[src/rtl/fwd_hazard_unit.sv]
// Forwarding select and load-use hazard detection driven by a shadow pipeline
// of in-flight register writers, one entry per stage from EX to WB.
module fwd_hazard_unit #(
  parameter int ADDR_W     = 5,
  parameter int NREAD      = 2,
  parameter int DEPTH      = 3,
  parameter int LOAD_READY = 1,
  parameter int ZERO_REG   = 1,
  parameter int SEL_W      = $clog2(DEPTH + 1)
) (
  input  logic                    clk,
  input  logic                    rst,
  input  logic                    id_valid,
  input  logic [ADDR_W-1:0]       id_rd,
  input  logic                    id_we,
  input  logic                    id_is_load,
  input  logic [NREAD*ADDR_W-1:0] rd_addr,
  input  logic [NREAD-1:0]        rd_used,
  input  logic                    hold,
  input  logic                    flush,
  output logic [NREAD*SEL_W-1:0]  fwd_sel,
  output logic                    load_use_stall,
  output logic [31:0]             stall_cnt
);

  typedef struct packed {
    logic              v;
    logic [ADDR_W-1:0] rd;
    logic              we;
    logic              ld;
  } entry_t;

  localparam entry_t BUBBLE = '0;

  entry_t      ent_q [DEPTH];
  entry_t      ent_d [DEPTH];
  logic [31:0] cnt_q, cnt_d;
  logic [NREAD-1:0] port_hazard;

  for (genvar p = 0; p < NREAD; p++) begin : g_port
    logic [ADDR_W-1:0] addr;
    logic [SEL_W-1:0]  sel;
    logic              hit_ld;
    logic              hit_early;

    assign addr = rd_addr[p*ADDR_W +: ADDR_W];

    // Scan oldest to youngest so the last hit, the youngest writer, wins.
    always_comb begin
      // NOTE: every output of a combinational block gets a default first; a
      // path that leaves one unassigned would infer a latch.
      sel       = '0;
      hit_ld    = 1'b0;
      hit_early = 1'b0;
      for (int k = DEPTH - 1; k >= 0; k--) begin
        if (ent_q[k].v && ent_q[k].we && (ent_q[k].rd == addr) &&
            !((ZERO_REG != 0) && (addr == '0))) begin
          sel       = SEL_W'(k + 1);
          hit_ld    = ent_q[k].ld;
          hit_early = (k < LOAD_READY);
        end
      end
    end

    assign fwd_sel[p*SEL_W +: SEL_W] = sel;
    assign port_hazard[p]            = rd_used[p] & hit_ld & hit_early;
  end

  assign load_use_stall = id_valid & (|port_hazard) & ~hold & ~flush;
  assign stall_cnt      = cnt_q;

  always_comb begin
    ent_d = ent_q;
    cnt_d = cnt_q;
    if (hold) begin
      ent_d = ent_q;
    end else if (flush) begin
      // Flush kills both the ID instruction and the one now in EX.
      ent_d[0] = BUBBLE;
      for (int k = 1; k < DEPTH; k++) begin
        ent_d[k] = (k == 1) ? BUBBLE : ent_q[k-1];
      end
    end else begin
      ent_d[0] = load_use_stall ? BUBBLE
                                : '{v: id_valid, rd: id_rd, we: id_we, ld: id_is_load};
      for (int k = 1; k < DEPTH; k++) begin
        ent_d[k] = ent_q[k-1];
      end
      if (load_use_stall && (cnt_q != '1)) begin
        cnt_d = cnt_q + 32'd1;
      end
    end
  end

  // NOTE: state registers use non-blocking assignments so every flop samples
  // the pre-edge value of the others, independent of statement order.
  always_ff @(posedge clk) begin
    if (rst) begin
      for (int k = 0; k < DEPTH; k++) begin
        ent_q[k] <= BUBBLE;
      end
      cnt_q <= '0;
    end else begin
      ent_q <= ent_d;
      cnt_q <= cnt_d;
    end
  end

endmodule

[config.mk]
export PLATFORM = sky130hd
export DESIGN_NAME = fwd_hazard_unit
export DESIGN_NICKNAME = d
export VERILOG_FILES = /design/src/rtl/fwd_hazard_unit.sv
export SDC_FILE = /design/constraint.sdc
export NUM_CORES = 1
export LEC_CHECK = 0
export ABC_CLOCK_PERIOD_IN_PS = 8200
export BUFFER_PORTS_ARGS = -buffer_cell sky130_fd_sc_hd__buf_4
export CAP_MARGIN = 20
export CORE_MARGIN = 3
export CORE_UTILIZATION = 40
export DETAILED_ROUTE_END_ITERATION = 8
export PLACE_DENSITY = 0.7
export SLEW_MARGIN = 20
export SYNTH_ARGS = -nofsm -noshare
export SYNTH_HDL_FRONTEND = slang
export SYNTH_SLANG_ARGS = --single-unit
[constraint.sdc]
create_clock -name clk -period 8.2 [get_ports clk]
set_clock_uncertainty 0.15 [all_clocks]
set_input_delay 2.05 -clock clk [delete_from_list [all_inputs] [get_ports clk]]
set_output_delay 2.05 -clock clk [all_outputs]
set_load 0.01 [all_outputs]
# Word-level counts from Yosys, hierarchy flattened

Index checks and enable logic that the tools add are counted.

Logic and storage cells: 68
Flip-flop bits (word level): 56
Output and inout bits: 37

Reduce and logical (&&, ||, !) cells: 22
Add/subtract/negate cells: 1
Mux-type cells: 16
Eq/ne operators: 7
Bitwise logic cells: 9

Operator list:

| cell                    | number |
|---|---|
| $add A32 B1 Y32 const B | 1 |
| $ne A32 B32 Y1 const B  | 1 |
| $eq A5 B5 Y1            | 6 |
| $mux W24                | 1 |
| $logic_and A1 B1 Y1     | 16 |
| $mux W2                 | 6 |
| $logic_not A5 Y1        | 2 |
| $mux W1                 | 8 |
| $mux W8                 | 1 |
| $and A1 B1 Y1           | 7 |
| $reduce_and A3 Y1       | 1 |
| $logic_not A1 Y1        | 2 |
| $not A1 Y1              | 2 |
| $reduce_or A2 Y1        | 1 |

# Longest topological paths before layout

Depth after elaboration: 14
Mapped depth: 9

# Least setup slack after synthesis

Ideal clock, no wire load.

Path type: input -> output
Start point: input port rd_addr[2]
End point: output port load_use_stall
Setup slack: 2.496 ns
Buffers on the path: 1
Stages on the path: 6
Arrival: 3.504 ns
Path through: xor2_1 -> or4_1 -> nor3_1 -> o21ai_0 -> clkbuf_1 -> inv_1

Word-level cells in the longest chain between the ends: 12
Elaborated cells between the ends (all ways): 21
Classes of those cells: eq/ne: 3; mux: 4; bitwise: 5; reduce/logical: 9

Ends and longest elaborated chain:

| what                                                           | RTL line | source |
|---|---|---|
| start: declaration                                             | 17       | `input logic [NREAD*ADDR_W-1:0] rd_addr,` |
| $eq A5 B5 Y1 / $logic_not A5 Y1 (equally long branches)        | 56, 57   |  |
| $logic_and A1 B1 Y1 / $logic_not A1 Y1 (equally long branches) | 56, 57   |  |
| $logic_and A1 B1 Y1                                            | 56       | `if (ent_q[k].v && ent_q[k].we && (ent_q[k].rd == addr) &&` |
| $mux W1 (3 in series)                                          | 56       |  |
| $and A1 B1 Y1                                                  | 66       | `assign port_hazard[p] = rd_used[p] & hit_ld & hit_early;` |
| $and A1 B1 Y1 (*)                                              | 66       |  |
| $reduce_or A2 Y1 (*)                                           | 69       | `assign load_use_stall = id_valid & (\|port_hazard) & ~hold & ~flush;` |
| $and A1 B1 Y1 (*) (3 in series)                                | 69       |  |
| end: declaration                                               | 22       | `output logic load_use_stall,` |

Every way passes the cells marked *; elsewhere a longest branch is shown, timed or not.

# Final worst setup path

Same ends and word-level chain as after synthesis.

==> impl.org <==
** Worst hold path
- End point of the most critical hold path :: ent_q[23]
- Hold Path Origin :: ent_q[23]
- In this run the worst hold path is classified as reg2reg.
- The worst hold path passes through 2 cells.

** Worst setup path
- Counting stages on the worst path, the most repeated cell is sky130_fd_sc_hd__buf_4.
- Master of the slowest instance on the critical path :: sky130_fd_sc_hd__or4_1
- STA puts the critical path data required time at approximately 6000 ps.
- The number of buffers and inverters on the critical path is 4.
- For this run, the slowest stage of the critical path takes 550 ps.
- Worst Path Max Fanout :: 15
- Family with the most delay on the worst path :: simple AND/OR/NAND/NOR gates
- STA classifies the critical path endpoint as an output pin.
- Walking the worst path, the cells encountered are buf_4 > xor2_1 > or4_1 > nor3_1 > o21ai_0 > buf_4 > inv_1 > buf_4.
- Critical register-to-register path endpoint :: stall_cnt[20]
- R2r worst-path depth :: 6
- Startpoint class of the critical path :: input pin
- CP Class :: in2out
- In this run the critical register-to-register path is launched from ent_q[20].
- R2R Setup Slk :: about 5000 ps
- At the worst endpoint, the arrival time is 3810 ps.

** Global routing
- Global routing finished with a remaining overflow of 0.
- Grt met3 use :: 0.0349
- GR met1 Demand/Resource :: 0.247
- Maximum number of pins on one net before global-route repair :: 60
- The initial antenna violation count was 0.
- Vias in the first global route :: between 2000 and 3000
- Most used routing layer :: met2
- For this run, global-route usage on met2 was measured as 0.315.
- For this run, the total global-route usage over all layers was measured as 0.190.
- Global-route wire length before repair :: approximately 14000 um

** Synthesis
- Most frequent cell after synthesis :: sky130_fd_sc_hd__dfxtp_1
- The synthesized netlist contains 42 unique library cells.
- Of the post-synthesis cell area, the part taken by muxes is 0.0531.
- In the synthesized netlist, the number of instances is 371.
- Simple-gate area share of the yosys netlist :: 0.301
- Counting flops and latches in the post-synthesis netlist gives 54.
- Synthesis produced a netlist with a net count of 396.
- Of the total synthesized cell area, the portion taken by XOR and XNOR cells is 0.0785.
- Commonest cells in the netlist :: sky130_fd_sc_hd__dfxtp_1 (54), sky130_fd_sc_hd__a21oi_1 (34), sky130_fd_sc_hd__nor2_1 (34)
- Primary FF master, synth :: sky130_fd_sc_hd__dfxtp_1
- The synthesized design contains 0 enable-type register cells.
- Share of the synthesized area in compound gates (AO/OA/AOI/OAI) :: 0.163
- Of the total synthesized cell area, the portion taken by full adders, half adders and majority gates is 0.00415.
- Post-Synthesis Mean Instance Area :: between 8 and 9 um^2
- Dominant cells by area after synthesis :: sky130_fd_sc_hd__dfxtp_1 (36%), sky130_fd_sc_hd__xor2_1 (6.7%), sky130_fd_sc_hd__a21oi_1 (5.6%)
- In this run the cell area of the synthesized design comes to 3010 um^2.
- sky130_fd_sc_hd__dfxtp_1 takes more of the synthesized area than any other cell.
- Synth top area share :: 0.359
- For this run, the number of Yosys warnings is 0.
- By area, the combinational part of the netlist is dominated by simple AND/OR/NAND/NOR gates.
- Sequential cell area fraction in the yosys report :: 0.359
- Post-synth ARST share :: 0

** Timing
- Maximum clock rate :: approximately 0.17 GHz
- Unrepaired setup endpoints after global routing :: false
- The count of endpoints failing hold in the final timing report came to 0.
- Measured against its own limit, the worst slew margin works out to 0.309.
- Setup-violating endpoint count in the final report :: 0
- Minimum period implied by the final worst setup slack :: about 6000 ps
- Least-Margin Pin Slew :: approximately 1000 ps
- In the final timing run, aggregate negative setup slack is 0 ps.
- Period Utilization, post-route :: 0.733
- Final slew viol count :: 0

** Die
- Core Rows :: 31
- The die covers approximately 8600 um^2.
- The die is 92.8 um tall.
- Die outline width :: just over 90 um
- Core Region :: 7290 um^2
- Number of I/O pins :: 61
- Effective utilization at floorplan :: 0.413

** Status
- The run finished with clean final reports.

** Power and ir drop
- Across the VDD grid, the largest voltage drop is about 0.000064 V.
- Power spread over the standard cell area amounts to between 100 and 150 nW/um^2.
- Standby leakage power :: 0.00138 uW

** Clock network
- Clock root cell :: sky130_fd_sc_hd__clkbuf_8
- Buffers added to address setup during post-CTS repair amount to 0.
- The number of gates resized after CTS was 0.
- Number of buffers created by CTS :: 5
- Post-CTS Hold Fix Bufs :: 0
- Clock edge transition at the registers on the reported setup and hold paths :: approximately 90 ps
- CTS tree :: yes
- In this run the deepest clock path goes through 2 buffers.
- In this run the number of H-tree levels came out at 2.
- Worst-skew pair later-pin latency :: around 320 ps
- Clk sink count :: 54

** Drt
- The detail route stage leaves a number of antenna-violating nets equal to 0.
- Drt first-iter violations :: 142
- DRT Pass-1 Iters :: 4
- In the routed design, unresolved DRC markers number 0.
- Post-DR wirelength/cell :: roughly 15 um
- Using the TritonRoute via totals, the vias-per-cell ratio works out to 5.64.
- For this block, the routed nets add up to a little under 8000 um of wire.
- The final route contains 2924 vias.

** Final layout
- The finished cells cover around 3600 um^2.
- Area growth from synthesis to final layout :: 20.2%
- Finished Core Util :: 0.497
- Of the cells placed in the final design, the portion with a size suffix greater than 1 is 0.186.
- The repair_antennas step left the layout with diodes totalling 0.
- Number of nets in the finished design :: between 400 and 500

** Placement
- The placed instances occupy a cell area of about 3500 um^2.
- Number of buffer cells added on primary ports :: 60
- Detail Placement HPWL :: 5710 um
- Gpl congestion :: 0.903

** Job
- Count of max-cap constraint violations :: 0
==> worst max-delay path by stage <==
stage	cells after the start	from	end
after detailed placement	8	rd_addr[2]	load_use_stall
final	8	rd_addr[2]	load_use_stall
after floorplan	6	rd_addr[2]	load_use_stall
after CTS	8	rd_addr[2]	load_use_stall
after global placement	8	rd_addr[2]	load_use_stall
after global routing	8	rd_addr[2]	load_use_stall
==> power breakdown <==
group / switching, uW / leakage [uW] / internal [uW] / total (uW)
logic: 20.6 / 0.000891 / 16.0 / 36.6
registers: 2.89 / 0.000436 / 264 / 267
clock network: 88.4 / 0.0000579 / 90.0 / 178
==> state kept, by name, summed over array words and instances (netlist names) <==
signal     cells
stall_cnt     32
ent_q         22
==> metal layers <==
layer | vias up | wire, um
met3 | 14 | 384
met4 | 0 | 126
met1 | 1362 | 3530
met5 | - | 0
li1 | 1471 | -
met2 | 77 | 3910
==> final cells by class <==
type | count | area, um^2
Inverter | 11 | 41.3
Multi-Input combinational cell | 285 | 1810
Tap cell | 99 | 124
Fill cell | 758 | 3670
Sequential cell | 54 | 1080
Clock buffer | 5 | 68.8
Timing Repair Buffer | 61 | 458
Clock inverter | 3 | 40.0
==> cells by family (layout without fill, tap and decap cells) <==
kind of cell             after synthesis  in the layout
AO/OA/AOI/OAI                         78             78
multiplexers                          15             15
adder cells (fa/ha/maj)                1              1
AND/OR/NAND/NOR                      164            164
XOR/XNOR                              27             27
buffers and inverters                 32             80
flip-flops                            54             54
==> metrics by stage <==
stage          std cells  worst slack [ps]  hold WS (ps)  power (uW)
2_1_floorplan        371              2500           303         292
3_3_place_gp         510              2220           329         308
3_5_place_dp         510              2220           327         309
4_1_cts              518              2190           341         488
5_1_grt              518              2040           405         504
6_report             518              2190           342         482
==> placed cells by master (no fill, tap or decap), types with 4 or more instances in the layout <==
cell type and count:
sky130_fd_sc_hd__a21oi_1 34, sky130_fd_sc_hd__a22o_1 7, sky130_fd_sc_hd__and3_1 9, sky130_fd_sc_hd__and4_1 6, sky130_fd_sc_hd__buf_4 61, sky130_fd_sc_hd__clkbuf_8 5, sky130_fd_sc_hd__dfxtp_1 54, sky130_fd_sc_hd__inv_1 11
sky130_fd_sc_hd__mux2_2 8, sky130_fd_sc_hd__mux2i_1 7, sky130_fd_sc_hd__nand2_1 24, sky130_fd_sc_hd__nand3_1 16, sky130_fd_sc_hd__nand4_1 9, sky130_fd_sc_hd__nor2_1 34, sky130_fd_sc_hd__nor2b_1 5, sky130_fd_sc_hd__nor3_1 8
sky130_fd_sc_hd__nor3b_1 8, sky130_fd_sc_hd__nor4_1 12, sky130_fd_sc_hd__o21ai_0 9, sky130_fd_sc_hd__o31ai_1 16, sky130_fd_sc_hd__or3_1 7, sky130_fd_sc_hd__or4_1 18, sky130_fd_sc_hd__xnor2_1 4, sky130_fd_sc_hd__xor2_1 23
==> worst register-to-register path, delay by kind of cell, from the launching register on <==
| family | cells | cell delay [ps] |
|---|---|---|
| flops | 1 | 380 |
| compound gates | 1 | 720 |
| xor+xnor | 1 | 170 |
| mux | 1 | 380 |
| simple gates | 3 | 1290 |
Power figures use the tool's default switching activity.
